--- src/rtl/rcc_pkg.sv ---
// rcc_pkg: shared capture-FSM state type and default parameters for ripple_count_capture.
package rcc_pkg;
    typedef enum logic [1:0] {IDLE, WAIT, HOLD} rcc_state_t;
    localparam int RCC_WIDTH         = 4;
    localparam int RCC_SYNC_STAGES   = 2;
    localparam int RCC_STABLE_CYCLES = 2;
    localparam int RCC_WRAP_W        = 8;
endpackage

--- src/rtl/rcc_sync_filter.sv ---
// rcc_sync_filter: per-bit synchronizer plus stability filter for the raw ripple count.
module rcc_sync_filter import rcc_pkg::*; #(
    parameter int WIDTH         = RCC_WIDTH,
    parameter int SYNC_STAGES   = RCC_SYNC_STAGES,
    parameter int STABLE_CYCLES = RCC_STABLE_CYCLES
) (
    input  logic             clk,
    input  logic             reset,
    input  logic [WIDTH-1:0] i_cnt,
    output logic [WIDTH-1:0] o_sample,
    output logic [WIDTH-1:0] o_stable_q,
    output logic             o_stable_valid,
    output logic             o_update
);
    localparam int RUN_W = $clog2(STABLE_CYCLES + 1);
    localparam logic [RUN_W-1:0] RUN_MAX = RUN_W'(STABLE_CYCLES);
    logic [SYNC_STAGES-1:0][WIDTH-1:0] r_sync;
    logic [SYNC_STAGES-1:0]            r_vld;
    logic [WIDTH-1:0]                  r_last;
    logic [WIDTH-1:0]                  r_stable_q;
    logic [RUN_W-1:0]                  r_run;
    logic                              r_stable_valid;
    logic                              w_vld;
    logic                              w_same;
    logic [RUN_W-1:0]                  w_run_nxt;
    // r_vld tracks refill after reset so the cleared zeros are never taken as samples
    assign w_vld          = r_vld[SYNC_STAGES-1];
    assign o_sample       = r_sync[SYNC_STAGES-1];
    assign w_same         = (r_run != '0) && (o_sample == r_last);
    assign w_run_nxt      = !w_vld ? r_run : !w_same ? RUN_W'(1) : (r_run == RUN_MAX) ? r_run : r_run + 1'b1;
    assign o_update       = w_vld && (w_run_nxt == RUN_MAX) && (!r_stable_valid || o_sample != r_stable_q);
    assign o_stable_q     = r_stable_q;
    assign o_stable_valid = r_stable_valid;

    always_ff @(posedge clk) begin
        if (reset) begin
            r_sync         <= '0;
            r_vld          <= '0;
            r_last         <= '0;
            r_run          <= '0;
            r_stable_q     <= '0;
            r_stable_valid <= 1'b0;
        end else begin
            r_sync <= {r_sync[SYNC_STAGES-2:0], i_cnt};
            r_vld  <= {r_vld[SYNC_STAGES-2:0], 1'b1};
            r_run  <= w_run_nxt;
            if (w_vld)
                r_last <= o_sample;
            if (o_update) begin
                r_stable_q     <= o_sample;
                r_stable_valid <= 1'b1;
            end
        end
    end
endmodule

--- src/rtl/ripple_count_capture.sv ---
// ripple_count_capture: filters a ripple counter, extends it with a wrap count, serves snapshots.
// Define RCC_MONOTONIC_CHECK_EN to add the sticky mon_err output flagging skipped/backward counts.
module ripple_count_capture import rcc_pkg::*; #(
    parameter int WIDTH         = RCC_WIDTH,
    parameter int SYNC_STAGES   = RCC_SYNC_STAGES,
    parameter int STABLE_CYCLES = RCC_STABLE_CYCLES,
    parameter int WRAP_W        = RCC_WRAP_W
) (
    input  logic              clk,
    input  logic              reset,
    input  logic [WIDTH-1:0]  cnt_in,
    input  logic              cap_req,
    input  logic              cap_ready,
    output logic              cap_valid,
    output logic [WIDTH-1:0]  cap_value,
    output logic [WRAP_W-1:0] cap_wrap,
    output logic              wrap_pulse,
    output logic              stable_valid
`ifdef RCC_MONOTONIC_CHECK_EN
    ,
    output logic              mon_err
`endif
);
    rcc_state_t        r_state;
    rcc_state_t        w_state_nxt;
    logic [WIDTH-1:0]  w_sample;
    logic [WIDTH-1:0]  w_stable_q;
    logic [WIDTH-1:0]  r_cap_value;
    logic [WRAP_W-1:0] r_wrap_cnt;
    logic [WRAP_W-1:0] r_cap_wrap;
    logic              w_update;
    logic              w_stable_valid;
    logic              w_wrap;
    logic              w_latch;
    logic              r_wrap_pulse;

    rcc_sync_filter #(
        .WIDTH         (WIDTH),
        .SYNC_STAGES   (SYNC_STAGES),
        .STABLE_CYCLES (STABLE_CYCLES)
    ) u_filt (
        .clk            (clk),
        .reset          (reset),
        .i_cnt          (cnt_in),
        .o_sample       (w_sample),
        .o_stable_q     (w_stable_q),
        .o_stable_valid (w_stable_valid),
        .o_update       (w_update)
    );

    assign w_wrap = w_update && w_stable_valid && (w_sample < w_stable_q);

    always_comb begin
        w_state_nxt = r_state;
        w_latch     = 1'b0;
        case (r_state)
            IDLE: begin
                w_latch     = cap_req && w_stable_valid;
                w_state_nxt = !cap_req ? IDLE : w_stable_valid ? HOLD : WAIT;
            end
            WAIT: begin
                w_latch     = w_stable_valid;
                w_state_nxt = w_stable_valid ? HOLD : WAIT;
            end
            HOLD:    w_state_nxt = cap_ready ? IDLE : HOLD;
            default: w_state_nxt = IDLE;
        endcase
    end

    always_ff @(posedge clk) begin
        if (reset)
            r_state <= IDLE;
        else
            r_state <= w_state_nxt;
    end

    // Snapshot reads the pre-edge registers, so a coincident wrap lands in the next snapshot
    always_ff @(posedge clk) begin
        if (reset) begin
            r_wrap_cnt   <= '0;
            r_wrap_pulse <= 1'b0;
            r_cap_value  <= '0;
            r_cap_wrap   <= '0;
        end else begin
            r_wrap_pulse <= w_wrap;
            if (w_wrap)
                r_wrap_cnt <= r_wrap_cnt + 1'b1;
            if (w_latch) begin
                r_cap_value <= w_stable_q;
                r_cap_wrap  <= r_wrap_cnt;
            end
        end
    end

    assign cap_valid    = (r_state == HOLD);
    assign cap_value    = r_cap_value;
    assign cap_wrap     = r_cap_wrap;
    assign wrap_pulse   = r_wrap_pulse;
    assign stable_valid = w_stable_valid;

`ifdef RCC_MONOTONIC_CHECK_EN
    logic r_mon_err;
    always_ff @(posedge clk) begin
        if (reset)
            r_mon_err <= 1'b0;
        else if (w_update && w_stable_valid && (w_sample != w_stable_q + 1'b1))
            r_mon_err <= 1'b1;
    end
    assign mon_err = r_mon_err;
`endif
endmodule

--- config.mk ---
export PLATFORM = sky130hd
export DESIGN_NAME = ripple_count_capture
export DESIGN_NICKNAME = d
export VERILOG_FILES = /design/src/rtl/rcc_pkg.sv /design/src/rtl/rcc_sync_filter.sv /design/src/rtl/ripple_count_capture.sv
export SDC_FILE = /design/constraint.sdc
export NUM_CORES = 1
export LEC_CHECK = 0
export BUFFER_PORTS_ARGS = -buffer_cell sky130_fd_sc_hd__clkbuf_2
export CORE_UTILIZATION = 48
export DETAILED_ROUTE_END_ITERATION = 6
export GPL_TIMING_DRIVEN = 0
export PLACE_DENSITY = 0.72
export SLEW_MARGIN = 10
export SYNTH_ARGS = -nofsm -noshare
export SYNTH_HDL_FRONTEND = slang
export SYNTH_SLANG_ARGS = --single-unit
--- constraint.sdc ---
create_clock -name clk -period 2.7 [get_ports clk]
set_input_delay 0.27 -clock clk [delete_from_list [all_inputs] [get_ports clk]]
set_output_delay 0.27 -clock clk [all_outputs]
set_load 0.01 [all_outputs]
### Word level (Yosys, flattened, before mapping)

Index checks and enable logic that the tools add are counted.

* $add $sub $neg: 2
* order comparisons: 1
* equality and inequality tests: 6
* multiplexer cells: 9
* reduce and logical (&&, ||, !) cells: 10

Operator list (count)
* $mux 2: 6
* $add 8x1->8 const B: 1
* $eq 2x2->1 const B: 3
* $logic_and 1x1->1: 6
* $pmux 2 s3: 1
* $eq 4x4->1: 1
* $lt 4x4->1: 1
* $ne 4x4->1: 1
* $add 2x1->2 const B: 1
* $eq 2x1->1 const B: 1
* $logic_not 2->1: 1
* $pmux 1 s2: 1
* $reduce_bool 2->1: 1
* $logic_not 1->1: 1
* $logic_or 1x1->1: 1
* $mux 1: 1

* register bits after elaboration: 44
* input port bits: 8
* output and inout port bits: 15
* logic and storage cells: 41

### Longest topological paths before layout

* depth after elaboration: 9
* mapped depth: 8
* depth with buffers taken out: 7

### By module

From an unflattened synthesis, not the netlist that was laid out.

* cell total of the unflattened synthesis: 195
* area, all modules: 1836.8 µm²

By module, submodules not included
* ripple_count_capture: instances 1, cells each 116, area an instance 991.0 µm²
* rcc_sync_filter: instances 1, cells each 79, area an instance 845.8 µm²

### Worst setup path after synthesis

No wires, ideal clock.

* path kind: reg2reg
* start: register u_filt.r_sync, in the netlist u_filt.o_sample[0]
* end: register r_wrap_cnt[7]
* setup time: 0.071 ns
* arrival: 1.815 ns
* slack: 0.814 ns
* cell stages (with the launch flop): 9
* path buffers: 1
* cells stage by stage: dfxtp_1 inv_1 ha_1 and4_1 nor3b_1 nand4_2 buf_6 or3_1 a21oi_1

* longest elaborated chain between the ends: 9
* elaborated cells on any way between the ends: 12
* those cells by class: order compare: 1; eq/ne: 3; mux: 2; reduce/logical: 6

Ends and longest elaborated chain
* start: declaration: line rcc_sync_filter.sv:17 `logic [SYNC_STAGES-1:0][WIDTH-1:0] r_sync;`
* start signal: assignment: line rcc_sync_filter.sv:44 `r_sync <= {r_sync[SYNC_STAGES-2:0], i_cnt};`
* $eq 4x4->1: line rcc_sync_filter.sv:29 `assign w_same = (r_run != '0) && (o_sample == r_last);`
* $logic_and 1x1->1: line rcc_sync_filter.sv:29
* $mux 2 (2 in series): line rcc_sync_filter.sv:30 `assign w_run_nxt = !w_vld ? r_run : !w_same ? RUN_W'(1) : (r_run == RUN_MAX) ? r_run : r_run + 1'b1;`
* $eq 2x2->1: line rcc_sync_filter.sv:31 `assign o_update = w_vld && (w_run_nxt == RUN_MAX) && (!r_stable_valid || o_sample != r_stable_q);`
* $logic_and 1x1->1 (2 in series): line rcc_sync_filter.sv:31
* $logic_and 1x1->1: line ripple_count_capture.sv:51 `assign w_wrap = w_update && w_stable_valid && (w_sample < w_stable_q);`
* $logic_and 1x1->1 (*): line ripple_count_capture.sv:51
* end signal: assignment: line ripple_count_capture.sv:87 `r_wrap_cnt <= r_wrap_cnt + 1'b1;`
* end: declaration: line ripple_count_capture.sv:29 `logic [WRAP_W-1:0] r_wrap_cnt;`

Every way passes the cells marked *; elsewhere a longest branch is shown, timed or not.
A chain may end at the register's enable or synchronous reset.

### Final worst setup path

Same ends and word-level chain as after synthesis.

==> results.cfg <==
[cts]
ctsResizeCount = 0
post-cts-setup-buffer-count = 0
numCtsBuffers = 5
htree_levels = 2
clkSlewWorstSetupHoldPaths_ns = 0.11
cts_hold_buffers = 0
cts_root_buffer = clkbuf_4
clk_latency_ns = 0.35
clock_tree.buffer_depth = 2
cts.sink_count = 44
tritoncts_clock_tree = built

[timing]
report.final.slew_viol_count = 0
unrepaired_setup_endpoints_after_global_routing = no
worst_slew_pin_slew_ns = 0.566
slew_headroom_pct = 62.3
part_of_the_cycle_the_worst_path_needs_pct = 76.6
setup_viol_count_final = 0
layout_min_cycle_time_ns = 2.07
finalSetupTns_ns = 0
final-hold-violation-count = 0
worst_clock_skew_ns = 0.00462
fmax_mhz = 484

[synthesis]
synth_largest_area_cell = dfxtp_1
synth_top_area_share_pct = 51.0
ys_seq_area_share_pct = 51.0
synth-warning-count = 0
synth_top_cells_by_area = dfxtp_1 51%, mux2i_1 12%, nor2_1 5.6%, ha_1 4.3%, nor2b_1 4.0%
syn_nets = 189
synth-xor-area-share_pct = 2.53
synth_simple_gate_area_share_pct = 19.6
synth_adder_area_share_pct = 4.34
synth_enable_flop_cells = 0
synth.area.mux_share_pct = 12.2
distinct_cells_synth = 31
synth_most_common_cell = dfxtp_1
synth_top_family_by_area = simple AND/OR/NAND/NOR gates
synthTopCellsByCount = 44 x dfxtp_1, 26 x nor2_1, 21 x mux2i_1
synthFlopType = dfxtp_1
ys_async_sr_fraction_pct = 0
synth-compound-area-share_pct = 5.94
postSynthCellCount = 175
post_synth.cell_area_avg_sq_um = 9.87
post_synthesis_register_bit_count = 44
synth_area_sq_um = 1730

[min_path]
hold_path_startpoint = cnt_in[1]
hp-class = in -> reg
holdPathEnd = u_filt.r_sync[1]
hold_path_depth = 2

[critical_path]
crit_path_max_fanout = 10
critical_path_arrival_ns = 2.36
setup.worst_path.start_class = flip-flop
r2r_start = u_filt.o_sample[0]
worst_r2r_path_depth = 8
worst-setup-path-type = reg -> reg
timing.rr.end = r_wrap_cnt[7]
reg2reg_setup_slack_ns = 0.63
critPathCaptureType = flip-flop
worstPathRequired_ns = 2.99

[placed_design]
hpwl_after_dpl_mm = 2.31
inst_count_dp = 242
place.gp.congestion = 0.826
numPortBuffers = 21

[cells_and_area]
register_area_sq_um = 881
layoutNonFillerInstCount = 250
layout.filler_cells = 292
multiInputGateArea_sq_um = 771
antennaDiodeCount = 0
layout_cell_share_with_drive_strength_beyond_1_pct = 16.7
area_growth_syn_to_layout_pct = 12.8
final_core_util_pct = 57.5
final_net_count = 217

[drt]
wl_met1_mm = 1.41
postRouteWirelength_mm = 3.13
dr_total_vias = 1242
final_antenna_net_count = 0
detailedRoute.firstPassIterationCount = 4
post_detailed_route_drc_marker_count = 0
viasPerCell = 4.97
initial_drc_count = 38
sum_of_met3_wire_segment_lengths_after_detailed_routing_um = 103
post_drt_wl_per_cell_um = 12.5
top_layer = met4
met2RoutedLength_mm = 1.55

[global_routing]
vias_in_the_first_global_route = 1143
grt_start_max_net_pins = 13
grt_use_total_pct = 18.6
grt_remaining_overflow = 0
grt_pass1_wl_mm = 5.06
antenna_violations_before_repair = 0

[floorplanning]
dieHeight_um = 62
die_area_sq_um = 3840
fp-row-count = 21
core_area_sq_um = 3390
initial_utilization_pct = 51.0
boundaryPins = 23
die_width_um = 62

[job]
max_cap_viol_count = 0

[power_and_ir_drop]
power_density_nw_per_um2 = 535
vdd_ir_drop_max_mv = 0.340
static-leakage-power_uw = 0.000912

[run_status]
outcome = finished clean
-- worst max path at each step --
stage / start / endpoint / slack [ns] / cells past startpoint
2_1_floorplan: u_filt.o_sample[0] / r_wrap_cnt[7] / 0.81 / 8
3_3_place_gp: u_filt.o_sample[0] / r_wrap_cnt[7] / 0.69 / 8
3_5_place_dp: u_filt.o_sample[0] / r_wrap_cnt[7] / 0.66 / 8
4_1_cts: u_filt.o_sample[0] / r_wrap_cnt[7] / 0.62 / 8
5_1_grt: u_filt.o_sample[0] / r_wrap_cnt[7] / 0.49 / 8
6_report: u_filt.o_sample[0] / r_wrap_cnt[7] / 0.63 / 8
-- cells in the final DEF, fill, tap and decap left out, types with 2 or more instances in the layout --
| cell type | synthesis | layout |
|---|---|---|
| a21oi_1 | 8 | 8 |
| a221oi_1 | 2 | 2 |
| clkbuf_1 | 5 | 7 |
| clkbuf_2 | 0 | 21 |
| clkbuf_4 | 0 | 5 |
| dfxtp_1 | 44 | 44 |
| ha_1 | 6 | 6 |
| inv_1 | 9 | 9 |
| mux2i_1 | 21 | 21 |
| nand2_1 | 7 | 7 |
| nand3_1 | 2 | 2 |
| nand4_1 | 2 | 2 |
| nor2_1 | 26 | 26 |
| nor2b_1 | 11 | 11 |
| o21ai_0 | 6 | 6 |
| or3_1 | 5 | 5 |
| xor2_1 | 5 | 5 |
-- power breakdown --
part / switching [uW] / internal [uW]
Combinational: 31.4 / 22.4
Sequential: 6.38 / 660
Clock: 194 / 129
Total: 231 / 811
-- cells by family (layout without fill, tap and decap cells) --
logic type                 Yosys count  in the layout
muxes                               21             21
DFF                                 44             44
and+or+nand+nor                     64             64
adders and majority gates            6              6
buffers and inverters               17             46
xor gates and xnor gates             5              5
AOI/OAI and AO/OA                   18             18
-- worst max-delay path: stages, from the launching register on --
cell	delay, ns
dfxtp_1	0.40
inv_1	0.06
ha_1	0.26
and4_1	0.22
nor3b_1	0.22
nand4_2	0.20
buf_6	0.19
or3_1	0.30
a21oi_1	0.14
-- layer usage --
layer  global-route usage (%)  vias up
li1                         -      643
met2                     30.7       20
met3                     6.21        5
met4                     7.94        0
met5                        0        -
met1                     22.1      574
-- flip-flops by register name (all words and copies together), names as in the netlist, 4 cells and up --
signal and cells:
cap_value 4, cap_wrap 8, r_wrap_cnt 8, u_filt.o_sample 4, u_filt.r_last 4, u_filt.o_stable_q 4
u_filt.r_sync 4
-- stage by stage --
step                      setup WS, ns  area, sq um  hold slack, ns  power, uW
after floorplan                  0.814         1730           0.398        718
after global placement           0.691         1890           0.417        731
after detailed placement         0.655         1890           0.428        735
after CTS                        0.622         1950           0.109       1050
after global routing             0.490         1950           0.104       1090
final                            0.632         1950           0.113       1040
-- cell type report --
cell class / instances / area share [%]
plain buffers: 8 / 2.18
clock buffers: 8 / 3.02
inverters: 9 / 1.73
multi-input cells: 114 / 39.5
flip-flops and latches: 44 / 45.2
well taps: 46 / 2.95
repair buffers: 21 / 5.39
Note: power is estimated with default switching activity, not from simulation.
